### src/rtl/par_pkg.sv
// Shared definitions for the serial frame receiver and parity checker.
// Holds the payload width, line idle level and receiver state encoding.
package par_pkg;

  localparam int DATA_W = 3;
  localparam logic IDLE_LVL = 1'b1;

  typedef enum logic [2:0] {
    IDLE,
    DATA,
    MODE,
    STOP,
    BREAK
  } state_t;

endpackage

### src/rtl/par_sync2.sv
// Multi-flop synchronizer for the asynchronous serial line.
// Flops reset to the idle level so reset never looks like a start bit.
module par_sync2 #(
  parameter int STAGES = 2
) (
  input  logic clk,
  input  logic rst,
  input  logic i_d,
  output logic o_q
);
  import par_pkg::*;

  logic [STAGES-1:0] r_ff;

  always_ff @(posedge clk or posedge rst) begin
    if (rst) begin
      r_ff <= {STAGES{IDLE_LVL}};
    end else begin
      r_ff <= {r_ff[STAGES-2:0], i_d};
    end
  end

  assign o_q = r_ff[STAGES-1];

endmodule

### src/rtl/par_frame_rx.sv
// Serial frame receiver: start, DATA_W bits LSB first, mode, stop.
// Presents good frames to the parity checker; flags bad stop bits.
module par_frame_rx #(
  parameter int DATA_W      = par_pkg::DATA_W,
  parameter int SYNC_STAGES = 2
) (
  input  logic              clk,
  input  logic              rst,
  input  logic              serial_in,
  input  logic              sample_en,
  output logic [DATA_W-1:0] data_out,
  output logic              mode_out,
  output logic              valid,
  output logic              frame_err
);
  import par_pkg::*;

  localparam int CW = (DATA_W > 1) ? $clog2(DATA_W) : 1;
  localparam logic [CW-1:0] LAST = CW'(DATA_W - 1);

  logic w_rx;

  state_t            r_state, w_nx_state;
  logic [CW-1:0]     r_cnt, w_nx_cnt;
  logic [DATA_W-1:0] r_shift, w_nx_shift;
  logic              r_mode, w_nx_mode;
  logic [DATA_W-1:0] r_dout, w_nx_dout;
  logic              r_mout, w_nx_mout;
  logic              r_valid, w_nx_valid;
  logic              r_ferr, w_nx_ferr;

  par_sync2 #(
    .STAGES(SYNC_STAGES)
  ) u_sync (
    .clk(clk),
    .rst(rst),
    .i_d(serial_in),
    .o_q(w_rx)
  );

  always_ff @(posedge clk or posedge rst) begin
    if (rst) begin
      r_state <= IDLE;
      r_cnt   <= '0;
      r_shift <= '0;
      r_mode  <= 1'b0;
      r_dout  <= '0;
      r_mout  <= 1'b0;
      r_valid <= 1'b0;
      r_ferr  <= 1'b0;
    end else begin
      r_state <= w_nx_state;
      r_cnt   <= w_nx_cnt;
      r_shift <= w_nx_shift;
      r_mode  <= w_nx_mode;
      r_dout  <= w_nx_dout;
      r_mout  <= w_nx_mout;
      r_valid <= w_nx_valid;
      r_ferr  <= w_nx_ferr;
    end
  end

  // Pulses clear every cycle; everything else moves only on sample_en.
  always_comb begin
    w_nx_state = r_state;
    w_nx_cnt   = r_cnt;
    w_nx_shift = r_shift;
    w_nx_mode  = r_mode;
    w_nx_dout  = r_dout;
    w_nx_mout  = r_mout;
    w_nx_valid = 1'b0;
    w_nx_ferr  = 1'b0;
    if (sample_en) begin
      unique case (r_state)
        IDLE: begin
          if (!w_rx) begin
            w_nx_state = DATA;
            w_nx_cnt   = '0;
          end
        end
        DATA: begin
          w_nx_shift[r_cnt] = w_rx;
          if (r_cnt == LAST) begin
            w_nx_state = MODE;
            w_nx_cnt   = '0;
          end else begin
            w_nx_cnt = r_cnt + CW'(1);
          end
        end
        MODE: begin
          w_nx_mode  = w_rx;
          w_nx_state = STOP;
        end
        STOP: begin
          if (w_rx) begin
            w_nx_dout  = r_shift;
            w_nx_mout  = r_mode;
            w_nx_valid = 1'b1;
            w_nx_state = IDLE;
          end else begin
            w_nx_ferr  = 1'b1;
            w_nx_state = BREAK;
          end
        end
        BREAK: begin
          if (w_rx) begin
            w_nx_state = IDLE;
          end
        end
        default: begin
          w_nx_state = IDLE;
        end
      endcase
    end
  end

  assign data_out  = r_dout;
  assign mode_out  = r_mout;
  assign valid     = r_valid;
  assign frame_err = r_ferr;

endmodule

### config.mk
export PLATFORM = sky130hd
export DESIGN_NAME = par_frame_rx
export DESIGN_NICKNAME = d
export VERILOG_FILES = /design/src/rtl/par_pkg.sv /design/src/rtl/par_sync2.sv /design/src/rtl/par_frame_rx.sv
export SDC_FILE = /design/constraint.sdc
export NUM_CORES = 1
export LEC_CHECK = 0
export CORE_MARGIN = 10
export CORE_UTILIZATION = 35
export CTS_BUF_LIST = sky130_fd_sc_hd__clkbuf_4 sky130_fd_sc_hd__clkbuf_8
export DETAILED_ROUTE_END_ITERATION = 7
export GPL_ROUTABILITY_DRIVEN = 0
export PLACE_DENSITY = 0.58
export REMOVE_ABC_BUFFERS = 1
export SETUP_SLACK_MARGIN = 0.1
export SYNTH_ARGS = -nofsm -noshare
export SYNTH_HDL_FRONTEND = slang
export SYNTH_HIERARCHICAL = 1
export SYNTH_SLANG_ARGS = --single-unit
### constraint.sdc
create_clock -name clk -period 3.6 [get_ports clk]
set_clock_uncertainty 0.1 [all_clocks]
set_input_delay 0.9 -clock clk [delete_from_list [all_inputs] [get_ports clk]]
set_output_delay 0.9 -clock clk [all_outputs]
set_load 0.005 [all_outputs]
==> flow_summary.toml, run 1 <==
[layout]
fin_area_um2 = 861
syn_to_final_growth_pct = 18.6
drive_above_1_share_pct = 23.9
n_antenna_cell = 0
final_nets = 72
post-route-util_pct = 43.9

[power]
swShare_pct = 29.6
comb_power_share_pct = 30.3
seqPwrFrac_pct = 52.5
irDropWorstVdd_mv = 0.308
switchingPower_mw = 0.174
powerDensity_nw_per_um2 = 682
power_mw = 0.587
clkPwrFrac_pct = 17.3
p_leak_nw = 0.411
internal_power_mw = 0.413

[placed_design]
port_buffers = 9
placed_cell_area_um2 = 833
dp_hpwl_um = 865

[sta]
rsz0062_at_grt = "false"
fmax_mhz = 418
setup_tns_ns = 0
hold_viol_final = 0
finalCritPeriodShare_pct = 66.4
finalSetupViolations = 0
slew_violations = 0
period_needed_ns = 2.39
hold_slack_ns = 0.263
tightest_slew_ns = 0.556
slew_headroom_pct = 62.9

[synth]
synth_top_area_share_pct = 51.7
syn_avg_cell_area_um2 = 13.0
synth_cell_types = 25
synthCells = 56
synth_edf_count = 0
async_flop_share_pct = 100
yosysWarnings = 6
synthFlopType = "dfrtp_1"
synth.area.top_cells = "dfrtp_1 (52%), mux2_4 (8.3%), dfstp_2 (7.2%), mux2_2 (6.2%), inv_1 (3.1%)"
ys_top_cells_by_count = "dfrtp_1 (15), inv_1 (6), mux2_2 (4), mux2_4 (4), nand2_1 (3)"
yosys.area.top_type = "dfrtp_1"
synthesis.area_um2 = 726
yosys_register_bits = 17
seq_area_frac_synth_pct = 59.0
yosysMostFrequentCell = "dfrtp_1"

[min_path]
min_from = "u_sync/r_ff[0]"
whs_path_depth = 0
holdPathEnd = "u_sync/r_ff[1]"
holdCritPathClass = "register to register"

[detailed_routing]
drt-wirelength-per-cell_um = 12.5
route.detailed.drc = 0
first_pass_iters = 2
viasPerCell = 4.62
wl_mm = 1.17
ant_nets = 0
drtIter0Drc = 8
vias = 434

[critical_path]
crit_arrival_ns = 2.47
r2r_start = "u_sync/r_ff[1]"
worstPathCellList = "clkdlybuf4s50_1, nor3b_1, and4b_1, mux2_2"
worstPathMaxFanout = 5
cpPeakStageDelay_ns = 0.57
cp-start-kind = "input port"
rr_worst_depth = 3
endpoint_kind = "register"
path_delay_family = "simple AND/OR/NAND/NOR gates"
reg2reg_slack_ns = 1.88
crit_required_ns = 3.68
r2r_end = "data_out[0]"
critPathKind = "input port to register"
cp_num_buf_inv = 1
slowest_stage = "clkdlybuf4s50_1"

[floorplan]
dieArea_um2 = 4290
row_count = 16
fp.dieW_um = 65.5
start_util_pct = 37.0
placeableCoreArea_um2 = 1960
die_h_um = 65.5
ios = 10

[global_route]
grt_use_total_pct = 6.18
grt_overflow = 0
grt_pass1_wl_mm = 2.10
grt_max_degree = 16
first_global_vias = 463
antenna_found_initial = 0

[clocking]
clock_sinks = 17
cts_max_level = 1
ctsResizeCount = 0
clockRootBuffer = "clkbuf_4"
post-cts-setup-buffers = 0
ctsLongestPathBuffers = 2
cts-buffers-inserted = 3
hold_buffers = 0
clk_latency_ns = 0.29
cts.reportedPaths.clkPinSlew_ns = 0.09
cts_tree = "built"

[run_status]
outcome = "finished, final reports clean"

[flow_run]
maxCapViolCount = 0
[flip-flops by register name, indices dropped and copies added (netlist names)]
name,count
r_shift,3
r_mode,1
frame_err,1
mode_out,1
r_cnt,2
u_sync/r_ff,2
r_state,3
data_out,3
valid,1
[per-stage QoR]
step                      std cells  setup slack, ns
after floorplan                  54             1.64
after global placement           90            0.951
after detailed placement         90            0.900
after CTS                        94             1.22
after global routing             94             1.10
final                            94             1.21
[cells in the final DEF (no fill, tap or decap), types with 2 or more instances in the layout]
| cell type | n |
|---|---|
| dfrtp_1 | 15 |
| clkdlybuf4s50_1 | 9 |
| inv_1 | 6 |
| mux2_4 | 4 |
| mux2_2 | 4 |
| nand2_1 | 3 |
| clkbuf_4 | 3 |
| nor3b_1 | 2 |
| o21ai_0 | 2 |
| a21o_1 | 2 |
| dfstp_2 | 2 |
[power groups by stage]
stage / sequential [mW] / combinational (mW) / clock (mW)
global placement: 0.309 / 0.179 / 0
global route: 0.317 / 0.199 / 0.116
CTS: 0.307 / 0.182 / 0.106
detailed placement: 0.312 / 0.181 / 0
floorplan: 0.300 / 0.123 / 0
finish: 0.308 / 0.178 / 0.101
[worst max-delay path by stage]
stage / start / end / slack [ns] / cells after the start
6_report: sample_en / r_shift[0] / 1.21 / 4
5_1_grt: sample_en / r_shift[0] / 1.10 / 4
4_1_cts: sample_en / r_shift[0] / 1.22 / 4
3_5_place_dp: sample_en / r_shift[0] / 0.90 / 4
3_3_place_gp: sample_en / r_shift[0] / 0.95 / 4
2_1_floorplan: sample_en / r_shift[0] / 1.64 / 3
[final cells by class]
type / instances / area (µm²)
Clock inverter: 1 / 5.00
Clock buffer: 3 / 22.5
Sequential cell: 17 / 428
Multi-Input combinational cell: 30 / 255
Timing Repair Buffer: 9 / 90.1
Inverter: 7 / 26.3
Fill cell: 197 / 1100
Tap cell: 27 / 33.8
[cells by family (layout without fill, tap and decap cells)]
kind of cell,count (synthesis),in the layout,share of synthesized area [%]
compound gates,9,9,8.45
buf+inv,9,20,5.86
flops,17,17,59.0
mux,8,8,14.5
simple gates,13,13,12.2
[routing by layer]
metal  up-vias  wire length, µm  track usage [%]  share of wire (%)
met5         -                0                0                  0
met4         0                5             3.21               0.43
met3         2               69             3.05                5.9
met2         9              520             9.02                 44
met1       208              578             7.28                 49
li1        215                -                -                  -
Note: power is estimated with default switching activity, not from simulation.
==> run 2: changes to the inputs <==
- PLACE_DENSITY: 0.58 -> 0.6
- clock period: 3.6 -> 2.1 ns (I/O delays scaled with it)
==> flow_summary.toml, run 2 (synthesis gave the netlist of run 1 again) <==
[critical_path]
cpPeakStageDelay_ns = 0.54
worstPathMaxFanout = 4
crit_arrival_ns = 2.01
cp-start-kind = "input port"
slowest_stage = "clkdlybuf4s50_1"
worstPathCellList = "clkdlybuf4s50_1, nor3b_1, buf_4, and4b_1, mux2_2"
crit_required_ns = 2.18
critPathKind = "input port to register"
endpoint_kind = "register"

[layout]
layout_commonest_cell = "dfrtp_1"
final_nets = 78
drive_above_1_share_pct = 30.1
n_antenna_cell = 0
nFillCells = 194
syn_to_final_growth_pct = 25.2
most-common-layout-cells = "dfrtp_1 (15), clkdlybuf4s50_1 (9), inv_1 (6), buf_4 (6)"

[sta]
fmax_mhz = 518
finalSetupViolations = 0
finalCritPeriodShare_pct = 91.9
rsz0062_at_grt = "false"
tightest_slew_ns = 0.562
period_needed_ns = 1.93
slew_headroom_pct = 62.5
hold_viol_final = 0
layout_setup_ws_ns = 0.169
setup_tns_ns = 0
slew_violations = 0

[placed_design]
dpl_worst_slack_ns = -0.140
port_buffers = 9
dp_hpwl_um = 920

[clocking]
cts_tree = "built"
clock_sinks = 17
cts-buffers-inserted = 3
clockRootBuffer = "clkbuf_4"
ctsLongestPathBuffers = 2
cts.reportedPaths.clkPinSlew_ns = 0.09
post-cts-setup-buffers = 0
ctsResizeCount = 0
clk_latency_ns = 0.29
cts_max_level = 1
hold_buffers = 0

[min_path]
holdCritPathClass = "register to register"

[detailed_routing]
vias = 480
drtIter0Drc = 10
first_pass_iters = 4
drt-wirelength-per-cell_um = 12.0
ant_nets = 0
wl_mm = 1.20
viasPerCell = 4.80
route.detailed.drc = 0

[global_route]
antenna_found_initial = 0
first_global_vias = 474
grt_max_degree = 16
grt_overflow = 0
grt_pass1_wl_mm = 2.20
grt_use_total_pct = 6.64

[floorplan]
dieArea_um2 = 4290
ios = 10
die_h_um = 65.5
fp.dieW_um = 65.5
start_util_pct = 37.0
placeableCoreArea_um2 = 1960
row_count = 16

[power]
powerDensity_nw_per_um2 = 1160
irDropWorstVdd_mv = 0.513
p_leak_nw = 0.441

[run_status]
outcome = "finished, final reports clean"

[flow_run]
maxCapViolCount = 0
[run 2: cell types whose count changed in the layout (fill, tap and decap cells not counted), sizes merged]
cell | before | now
clkbuf | 3 | 4
buf | 0 | 6
clkinv | 1 | 0
[run 2: final cells by class]
type / instances / area, µm² / area share, %
multi-input cells: 30 / 255 / 28.1
flip-flops and latches: 17 / 428 / 47.1
repair buffers: 15 / 135 / 14.9
inverters: 7 / 26.3 / 2.89
well taps: 27 / 33.8 / 3.72
clock buffers: 4 / 30.0 / 3.31
[run 2: per-layer routing]
metal	track usage (%)	vias up	part of all wire, %
li1	-	229	-
met1	8.19	229	49
met2	8.78	17	41
met3	3.05	5	6.9
met4	4.81	0	3.3
met5	0	-	0
[run 2: path summary, 6_finish.rpt]
path / from / endpoint / slack [ns] / cells after the start
min in group asynchronous: rst / u_sync/r_ff[0] / 0.47 / 2
min: u_sync/r_ff[0] / u_sync/r_ff[1] / 0.26 / 0
max in group asynchronous: rst / data_out[0] / 1.03 / 2
min reg2reg: u_sync/r_ff[0] / u_sync/r_ff[1] / 0.26 / 0
max: sample_en / r_shift[0] / 0.17 / 5
max reg2reg: u_sync/r_ff[1] / data_out[0] / 0.38 / 3
[run 2: worst max-delay path, delay by kind of cell]
| family | cells | cell delay [ns] |
|---|---|---|
| buffers and inverters | 2 | 0.70 |
| multiplexers | 1 | 0.33 |
| AND/OR/NAND/NOR | 2 | 0.46 |
[run 2: through the flow]
| stage | power [mW] | cell area, µm² | instances | utilization (%) | hold slack [ns] |
|---|---|---|---|---|---|
| floorplan | 0.726 | 709 | 54 | - | 0.245 |
| global placement | 0.874 | 878 | 96 | 44.8 | 0.247 |
| detailed placement | 0.883 | 878 | 96 | 44.8 | 0.249 |
| CTS | 1.08 | 908 | 100 | 46.3 | 0.263 |
| global route | 1.15 | 908 | 100 | 46.3 | 0.265 |
| finish | 1.06 | 908 | 100 | 46.3 | 0.260 |
[run 2: power breakdown]
part	switching, mW	internal [mW]	leakage [nW]	total (mW)
clock	0.0969	0.0868	0.0184	0.184
combinational	0.111	0.234	0.209	0.345
sequential	0.0899	0.436	0.214	0.526
